### src/rtl/decode_pkg.sv
// Shared types and constants for the MIPS decode stage: format codes, opcodes,
// handshake state encoding and the decoded bundle carried through the stage.
package decode_pkg;

    localparam int MAX_W = 64;

    typedef enum logic [1:0] {
        FMT_R   = 2'd0,
        FMT_I   = 2'd1,
        FMT_J   = 2'd2,
        FMT_ILL = 2'd3
    } fmt_e;

    localparam logic [5:0] OP_SPECIAL = 6'h00;
    localparam logic [5:0] OP_REGIMM  = 6'h01;
    localparam logic [5:0] OP_J       = 6'h02;
    localparam logic [5:0] OP_JAL     = 6'h03;
    localparam logic [5:0] OP_ANDI    = 6'h0C;
    localparam logic [5:0] OP_ORI     = 6'h0D;
    localparam logic [5:0] OP_XORI    = 6'h0E;
    localparam logic [5:0] OP_LUI     = 6'h0F;
    localparam logic [5:0] OP_LB      = 6'h20;
    localparam logic [5:0] OP_LH      = 6'h21;
    localparam logic [5:0] OP_LW      = 6'h23;
    localparam logic [5:0] OP_LBU     = 6'h24;
    localparam logic [5:0] OP_LHU     = 6'h25;
    localparam logic [5:0] OP_SB      = 6'h28;
    localparam logic [5:0] OP_SH      = 6'h29;
    localparam logic [5:0] OP_SW      = 6'h2B;

    typedef enum logic [1:0] {
        ST_EMPTY = 2'd0,
        ST_ONE   = 2'd1,
        ST_TWO   = 2'd2
    } state_e;

    // Wide fields sized for the largest XLEN/PC_W; the top truncates on output.
    typedef struct packed {
        logic [5:0]       opcode;
        logic [4:0]       rs;
        logic [4:0]       rt;
        logic [4:0]       rd;
        logic [4:0]       shamt;
        logic [5:0]       funct;
        fmt_e             fmt;
        logic [MAX_W-1:0] imm_ext;
        logic [MAX_W-1:0] target;
        logic [MAX_W-1:0] pc;
    } bundle_t;

    function automatic fmt_e decode_fmt(input logic [5:0] op);
        case (op)
            OP_SPECIAL:                                    return FMT_R;
            OP_J, OP_JAL:                                  return FMT_J;
            OP_REGIMM, 6'h04, 6'h05, 6'h06, 6'h07,
            6'h08, 6'h09, 6'h0A, 6'h0B,
            OP_ANDI, OP_ORI, OP_XORI, OP_LUI,
            OP_LB, OP_LH, OP_LW, OP_LBU, OP_LHU,
            OP_SB, OP_SH, OP_SW:                           return FMT_I;
            default:                                       return FMT_ILL;
        endcase
    endfunction

endpackage

### src/rtl/instr_decode.sv
// Purely combinational MIPS field decode: slices fields, classifies the format
// and computes the extended immediate and branch/jump target.
module instr_decode
    import decode_pkg::*;
#(
    parameter int XLEN = 32,
    parameter int PC_W = 32
) (
    input  logic [31:0]     instr,
    input  logic [PC_W-1:0] pc,
    output bundle_t         bundle
);

    logic [5:0]      op;
    logic [15:0]     imm;
    logic [PC_W-1:0] pc4;
    logic [XLEN-1:0] imm_sx;
    logic [XLEN-1:0] imm_x;
    logic [XLEN-1:0] tgt_x;
    fmt_e            fmt;

    assign op  = instr[31:26];
    assign imm = instr[15:0];

    always_comb begin
        pc4    = pc + PC_W'(4);
        imm_sx = XLEN'($signed(imm));
        fmt    = decode_fmt(op);

        imm_x = imm_sx;
        case (op)
            OP_ANDI, OP_ORI, OP_XORI: imm_x = XLEN'(imm);
            OP_LUI:                   imm_x = XLEN'($signed({imm, 16'h0000}));
            default:                  imm_x = imm_sx;
        endcase

        // Branch offsets are always sign-extended words, even for logical-immediate opcodes.
        if (fmt == FMT_J)
            tgt_x = XLEN'({pc4[PC_W-1:28], instr[25:0], 2'b00});
        else
            tgt_x = XLEN'(pc4) + (imm_sx << 2);

        bundle.opcode  = op;
        bundle.rs      = instr[25:21];
        bundle.rt      = instr[20:16];
        bundle.rd      = instr[15:11];
        bundle.shamt   = instr[10:6];
        bundle.funct   = instr[5:0];
        bundle.fmt     = fmt;
        bundle.imm_ext = MAX_W'(imm_x);
        bundle.target  = MAX_W'(tgt_x);
        bundle.pc      = MAX_W'(pc);
    end

endmodule

### src/rtl/decode_stage.sv
// Decode pipeline stage: decodes before the register and holds bundles behind a
// valid/ready handshake, either as a two-entry skid buffer or a single register.
module decode_stage
    import decode_pkg::*;
#(
    parameter int XLEN = 32,
    parameter int PC_W = 32,
    parameter int SKID = 1
) (
    input  logic            clk,
    input  logic            rst,
    input  logic            in_valid,
    output logic            in_ready,
    input  logic [31:0]     in_instr,
    input  logic [PC_W-1:0] in_pc,
    input  logic            flush,
    output logic            out_valid,
    input  logic            out_ready,
    output logic [5:0]      out_opcode,
    output logic [4:0]      out_rs,
    output logic [4:0]      out_rt,
    output logic [4:0]      out_rd,
    output logic [4:0]      out_shamt,
    output logic [5:0]      out_funct,
    output logic [1:0]      out_fmt,
    output logic [XLEN-1:0] out_imm_ext,
    output logic [XLEN-1:0] out_target,
    output logic [PC_W-1:0] out_pc
);

    bundle_t dec_bundle;
    bundle_t out_reg;
    logic    accept;
    logic    fire;

    instr_decode #(.XLEN(XLEN), .PC_W(PC_W)) u_decode (
        .instr  (in_instr),
        .pc     (in_pc),
        .bundle (dec_bundle)
    );

    assign accept = in_valid & in_ready;
    assign fire   = out_valid & out_ready;

    generate
        if (SKID != 0) begin : g_skid
            state_e  state_reg, state_next;
            bundle_t skid_reg;
            logic    in_ready_reg;
            logic    load_out, out_from_skid, load_skid;

            always_comb begin
                state_next    = state_reg;
                load_out      = 1'b0;
                out_from_skid = 1'b0;
                load_skid     = 1'b0;
                case (state_reg)
                    ST_EMPTY: if (accept) begin
                        state_next = ST_ONE;
                        load_out   = 1'b1;
                    end
                    ST_ONE: begin
                        if (accept && fire) begin
                            load_out = 1'b1;
                        end else if (accept) begin
                            state_next = ST_TWO;
                            load_skid  = 1'b1;
                        end else if (fire) begin
                            state_next = ST_EMPTY;
                        end
                    end
                    ST_TWO: if (fire) begin
                        state_next    = ST_ONE;
                        load_out      = 1'b1;
                        out_from_skid = 1'b1;
                    end
                    default: state_next = ST_EMPTY;
                endcase
                if (flush) begin
                    state_next = ST_EMPTY;
                    load_out   = 1'b0;
                    load_skid  = 1'b0;
                end
            end

            always_ff @(posedge clk) begin
                if (rst) begin
                    state_reg    <= ST_EMPTY;
                    out_reg      <= '0;
                    skid_reg     <= '0;
                    in_ready_reg <= 1'b1;
                end else begin
                    state_reg    <= state_next;
                    in_ready_reg <= (state_next != ST_TWO);
                    if (load_out)
                        out_reg <= out_from_skid ? skid_reg : dec_bundle;
                    if (load_skid)
                        skid_reg <= dec_bundle;
                end
            end

            assign out_valid = (state_reg != ST_EMPTY);
            assign in_ready  = in_ready_reg & ~flush;
        end else begin : g_reg
            logic valid_reg;

            always_ff @(posedge clk) begin
                if (rst) begin
                    valid_reg <= 1'b0;
                    out_reg   <= '0;
                end else if (flush) begin
                    valid_reg <= 1'b0;
                end else if (accept) begin
                    valid_reg <= 1'b1;
                    out_reg   <= dec_bundle;
                end else if (fire) begin
                    valid_reg <= 1'b0;
                end
            end

            assign out_valid = valid_reg;
            assign in_ready  = (~valid_reg | out_ready) & ~flush;
        end
    endgenerate

    assign out_opcode  = out_reg.opcode;
    assign out_rs      = out_reg.rs;
    assign out_rt      = out_reg.rt;
    assign out_rd      = out_reg.rd;
    assign out_shamt   = out_reg.shamt;
    assign out_funct   = out_reg.funct;
    assign out_fmt     = out_reg.fmt;
    assign out_imm_ext = out_reg.imm_ext[XLEN-1:0];
    assign out_target  = out_reg.target[XLEN-1:0];
    assign out_pc      = out_reg.pc[PC_W-1:0];

    // Upper bits of the wide bundle fields are unused at narrower widths.
    logic unused_hi;
    assign unused_hi = ^{out_reg.imm_ext, out_reg.target, out_reg.pc};

endmodule

### config.mk
export PLATFORM = sky130hd
export DESIGN_NAME = decode_stage
export DESIGN_NICKNAME = d
export VERILOG_FILES = /design/src/rtl/decode_pkg.sv /design/src/rtl/instr_decode.sv /design/src/rtl/decode_stage.sv
export SDC_FILE = /design/constraint.sdc
export NUM_CORES = 1
export LEC_CHECK = 0
export BUFFER_PORTS_ARGS = -buffer_cell sky130_fd_sc_hd__clkbuf_2
export CORE_UTILIZATION = 59
export CTS_BUF_LIST = sky130_fd_sc_hd__clkbuf_8
export DETAILED_ROUTE_END_ITERATION = 16
export PLACE_DENSITY = 0.82
export REMOVE_ABC_BUFFERS = 1
export SLEW_MARGIN = 20
export SYNTH_ARGS = -nofsm -noshare
export SYNTH_HDL_FRONTEND = slang
export SYNTH_SLANG_ARGS = --single-unit
### constraint.sdc
create_clock -name clk -period 4.8 [get_ports clk]
set_input_delay 0.48 -clock clk [delete_from_list [all_inputs] [get_ports clk]]
set_output_delay 0.48 -clock clk [all_outputs]
set_load 0.03 [all_outputs]
Word-level counts from Yosys, hierarchy flattened:

Memories as Yosys holds them, arrays and structs flattened.
Index checks and enable logic that the tools add are counted.
Widths: inputs -> output; s select.

* memories: 1
* input bits: 69
* bits in read-only memories: 128
* output and inout bits: 132
* flip-flop bits (word level): 263
* word-level logic and storage cells: 60

Memories
* (name not given): depth 64, bits a word 2, read ports 1, clocked after memory_dff 0, wr ports 0, RTL line decode_pkg.sv:52 `case (op)`

* equality and inequality tests: 8
* reduce and logical (&&, ||, !) cells: 4
* add/subtract/negate cells: 2
* mux-type cells: 19
* bitwise logic cells: 4

Operators by type and width (number)
* $mux 226: 1
* $pmux 32 s2: 1
* $add 32x3->32 const B: 1
* $add 32x32->32: 1
* $mux 32: 1
* $eq 6x4->1 const B: 4
* $mux 2: 6
* $mux 1: 8
* $pmux 2 s3: 1
* $eq 2x2->1 const B: 2
* $and 1x1->1: 3
* $pmux 1 s3: 1
* $reduce_or 3->1: 1
* $eq 2x1->1 const B: 1
* $logic_not 2->1: 1
* $ne 2x2->1 const B: 1
* $reduce_bool 2->1: 1
* $logic_and 1x1->1: 1
* $not 1->1: 1

Longest topological paths before layout:

* word-level depth: 8
* depth in mapped cells: 17
* gate-level depth less buffers: 16

Modules after synthesis:

From an unflattened synthesis, not the netlist that was laid out.

* cells, all modules: 1890
* area, all modules: 13899.6 µm²

By module, submodules not included
* decode_stage: times used 1, seq. area each 5265.0 µm², area an instance 9845.7 µm², cells each 1291
* instr_decode: times used 1, seq. area each 0.0 µm², area an instance 4053.9 µm², cells each 599

Worst setup path after synthesis:

OpenSTA, ideal clock, no wires.

* path kind: in2reg
* start point: in in_pc[11]
* end point: reg g_skid.skid_reg[92] in the netlist's numbering
* setup slack: 1.129 ns
* library setup time: 0.131 ns
* path buffers: 1
* data required time: 4.669 ns
* data arrival time: 3.540 ns
* stages on the path: 15
* cells stage by stage: and4_4 -> nand4_4 -> or3_4 -> nor2_1 -> nand2_1 -> xnor2_1 -> ha_1 -> clkbuf_1 -> nor2b_1 -> o21a_1 -> or4_1 -> a41o_1 -> o31a_1 -> o211ai_1 -> a21oi_2

* longest elaborated chain between the ends: 3

Ends and longest elaborated chain
* start, declared: RTL line decode_stage.sv:15 `input logic [PC_W-1:0] in_pc,`
* $add 32x3->32 *: RTL line instr_decode.sv:26 `pc4 = pc + PC_W'(4);`
* $add 32x32->32: RTL line instr_decode.sv:41 `tgt_x = XLEN'(pc4) + (imm_sx << 2);`
* $mux 32 *: RTL line instr_decode.sv:38 `if (fmt == FMT_J)`
* end signal, assigned: RTL line decode_stage.sv:98 `skid_reg <= dec_bundle;`
* end, declared: RTL line decode_stage.sv:48 `bundle_t skid_reg;`

Every way passes the cells marked *; elsewhere a longest branch is shown, timed or not.
A chain may end at the register's enable or synchronous reset.

Final worst setup path:

* start point: in in_pc[5]
* end point: reg g_skid.skid_reg[95] in the netlist's numbering

The elaborated chain is that of the path after synthesis.

==> metrics <==
share of cells above drive strength 1=0.163; Max Freq=276 MHz; Final Slew Violations=0; r2r setup slk=2.07 ns; Die Wd=150 um; antenna diode count=0; CTS tree=yes; average wire per standard cell=16.6 um; Mean Syn Cell Area=7.61 um2; gr usage total=0.312; number of I/O pins=201; P_sw=1.52 mW; total CTS buffers=43; sequential share of the synthesized area=0.406; grt peak-use layer=met2; clock sink count=263; Placement Rows=53; worst hold path type=primary input to flip-flop; PostCTS Resize Cnt=0; crit path capture type=flip-flop; endpoints failing setup=0; clock latency on the worst-skew pair=0.56 ns; Die Ht=150 um; global route overflow=0; peak supply drop=0.240 mV; Final Hold Violating Endpoints=0; via count=12700; hpwl dp=23.5 mm; final period utilization=0.756; max reg flops=130; Final #Nets=1934; DRC viols=0; status=finished clean; global-route wire length before repair=57.1 mm; Main synth FF type=dfxtp_1; combinational share of power=0.174; Worst Tran Pin Value=0.916 ns; post-layout minimum cycle time=3.63 ns; RSZ-0062 raised after global routing=false; P_int=3.57 mW; PD cells=344 nW/um2; Core ar.=21300 um2; met1 Use GR=0.432; Worst setup SP type=primary input; Crit Path Class=primary input to flip-flop; Root Buffer=clkbuf_8; Detail Route Antenna Nets=0; Synth warnings=0; GRT met2 Usage=0.494; CTS H-tree lvls=2; Hold Startpoint=in_instr[20]; CTS clock-pin slew for the worst setup and hold paths=0.06 ns; die area=22600 um2; Via-to-Cell Ratio=5.98; placed insts=2059; initial antenna violation count=0; number of global-route vias before repair=11500; Clock Tree Buf Depth=3; worst-path maximum fanout=6; Post-Route Utilization=0.695; Clk pwr share=0.372; Post-synth EDFFs=0; largest net degree at the start of global routing=89; clk_skew=0.0230 ns; Async SR Flop Fraction=0; Crit Reg-Reg Endpoint=out_imm_ext[5]; LEAKAGE=6.07 nW; Post-Syn Instances=1702; Initial Util=0.609; data required time of the worst path=5.31 ns; hold path depth=3; setup repair bufs after CTS=0; Netlist Area Pre-Place=13000 um2; fillers=1807; Layout Cells excl Fill=2129; Rel. slew slack=0.390; Starting DRT DRC Count=971; overall routed net length=35.4 mm; sequential share of power=0.454; I/O Buffers=200; library cells used by synthesis=70; arrival time worst endpoint=4.13 ns; Area growth syn-to-layout=14.2%; FF-to-FF Start=g_skid.state_reg[1]; cts hold-fix bufs=0; Seq cells post-synth=263; Pre-antenna DRT Iters=6; Max Cap Viol=0; grt met3 use=0.0527; Sw Ratio=0.298; WHS Endpoint=g_skid.skid_reg[214]; RD Place Congestion=0.851; Worst R2R Path Depth=7
[synth_stat cells, types with 9 or more instances]
cell,number,area (um2)
dfxtp_1,263,5270
nor3_1,13,65.1
ha_1,35,438
nor2_1,213,800
a21o_1,22,165
clkbuf_1,118,443
nand2_1,389,1460
inv_1,11,41.3
xnor2_1,29,254
a31oi_1,9,56.3
nand3_1,62,310
a211oi_1,49,368
a311oi_1,87,762
xor2_1,22,193
buf_2,10,50.1
o21ai_1,9,45.0
mux2i_1,9,90.1
a21oi_1,182,911
nand4_1,12,75.1
o211ai_1,14,105
o21ai_0,36,180
[placed cells by master, fill, tap and decap left out, types with 13 or more instances in the layout]
cell type	count
buf_4	15
xnor2_1	29
clkbuf_2	199
a311oi_1	87
nand3_1	62
dfxtp_1	263
nor2_1	213
o211ai_1	14
a21o_1	21
xor2_1	22
a211oi_1	49
clkbuf_8	52
o21ai_0	36
nor3_1	13
inv_1	22
nand2_1	386
ha_1	35
a21oi_1	181
[through the flow]
step | setup TNS [ns] | worst slack (ns) | total power, mW | area, um2 | hold slack, ns
2_1_floorplan | -370.40 | -4.51 | 2.95 | 12400 | 0.422
3_3_place_gp | 0 | 0.709 | 3.22 | 14000 | 0.436
3_5_place_dp | 0 | 0.647 | 3.23 | 14000 | 0.442
4_1_cts | 0 | 1.22 | 5.11 | 14800 | 0.148
5_1_grt | 0 | 0.880 | 5.31 | 14800 | 0.171
6_report | 0 | 1.17 | 5.09 | 14800 | 0.168
[worst max-delay path by stage]
stage / slack, ns / startpoint / endpoint
floorplan: -4.51 / flush / out_target[24]
global placement: 0.71 / in_pc[5] / g_skid.skid_reg[95]
detailed placement: 0.65 / in_pc[5] / g_skid.skid_reg[95]
CTS: 1.22 / in_pc[5] / g_skid.skid_reg[95]
global route: 0.88 / in_pc[5] / g_skid.skid_reg[95]
finish: 1.17 / in_pc[5] / g_skid.skid_reg[95]
[cell type report]
type | instances | area, um2 | area share
tap | 275 | 344 | 0.0232
timing repair buffer | 217 | 1160 | 0.0785
clock buffer | 51 | 702 | 0.0474
sequential | 263 | 5270 | 0.356
multi-input combinational | 1293 | 7170 | 0.484
inverter | 11 | 41.3 | 0.00279
clock inverter | 19 | 118 | 0.00794
[cell families after synthesis]
kind of cell	count (synthesis)	share of synthesized area
simple gates	747	0.243
compound gates	448	0.229
flops	263	0.406
buf+inv	146	0.0435
xor+xnor	52	0.0357
fa+ha+maj	36	0.0353
mux	10	0.00782
[layer usage]
layer | up-vias | share of wire
li1 | 6219 | -
met1 | 5946 | 0.45
met2 | 504 | 0.45
met3 | 63 | 0.082
met4 | 0 | 0.020
met5 | - | 0
[worst max-delay path, cell delays in order]
cell,delay [ns]
clkbuf_2,0.15
and4_1,0.33
nand3_2,0.18
nor4_2,0.47
nand2_1,0.11
xor2_1,0.33
inv_1,0.08
ha_1,0.37
nand4_1,0.18
or2_2,0.32
o221ai_1,0.24
a21oi_1,0.06
o21ai_1,0.18
xnor2_1,0.13
a2111o_1,0.42
nand3_1,0.07
[power groups by stage]
stage | clock, mW | sequential, mW | combinational (mW)
after CTS | 1.92 | 2.31 | 0.878
final | 1.89 | 2.31 | 0.885
after global placement | 0 | 2.35 | 0.862
after global routing | 2.02 | 2.32 | 0.968
after detailed placement | 0 | 2.36 | 0.874
after floorplan | 0 | 2.49 | 0.459
Note: power is estimated with default switching activity, not from simulation.
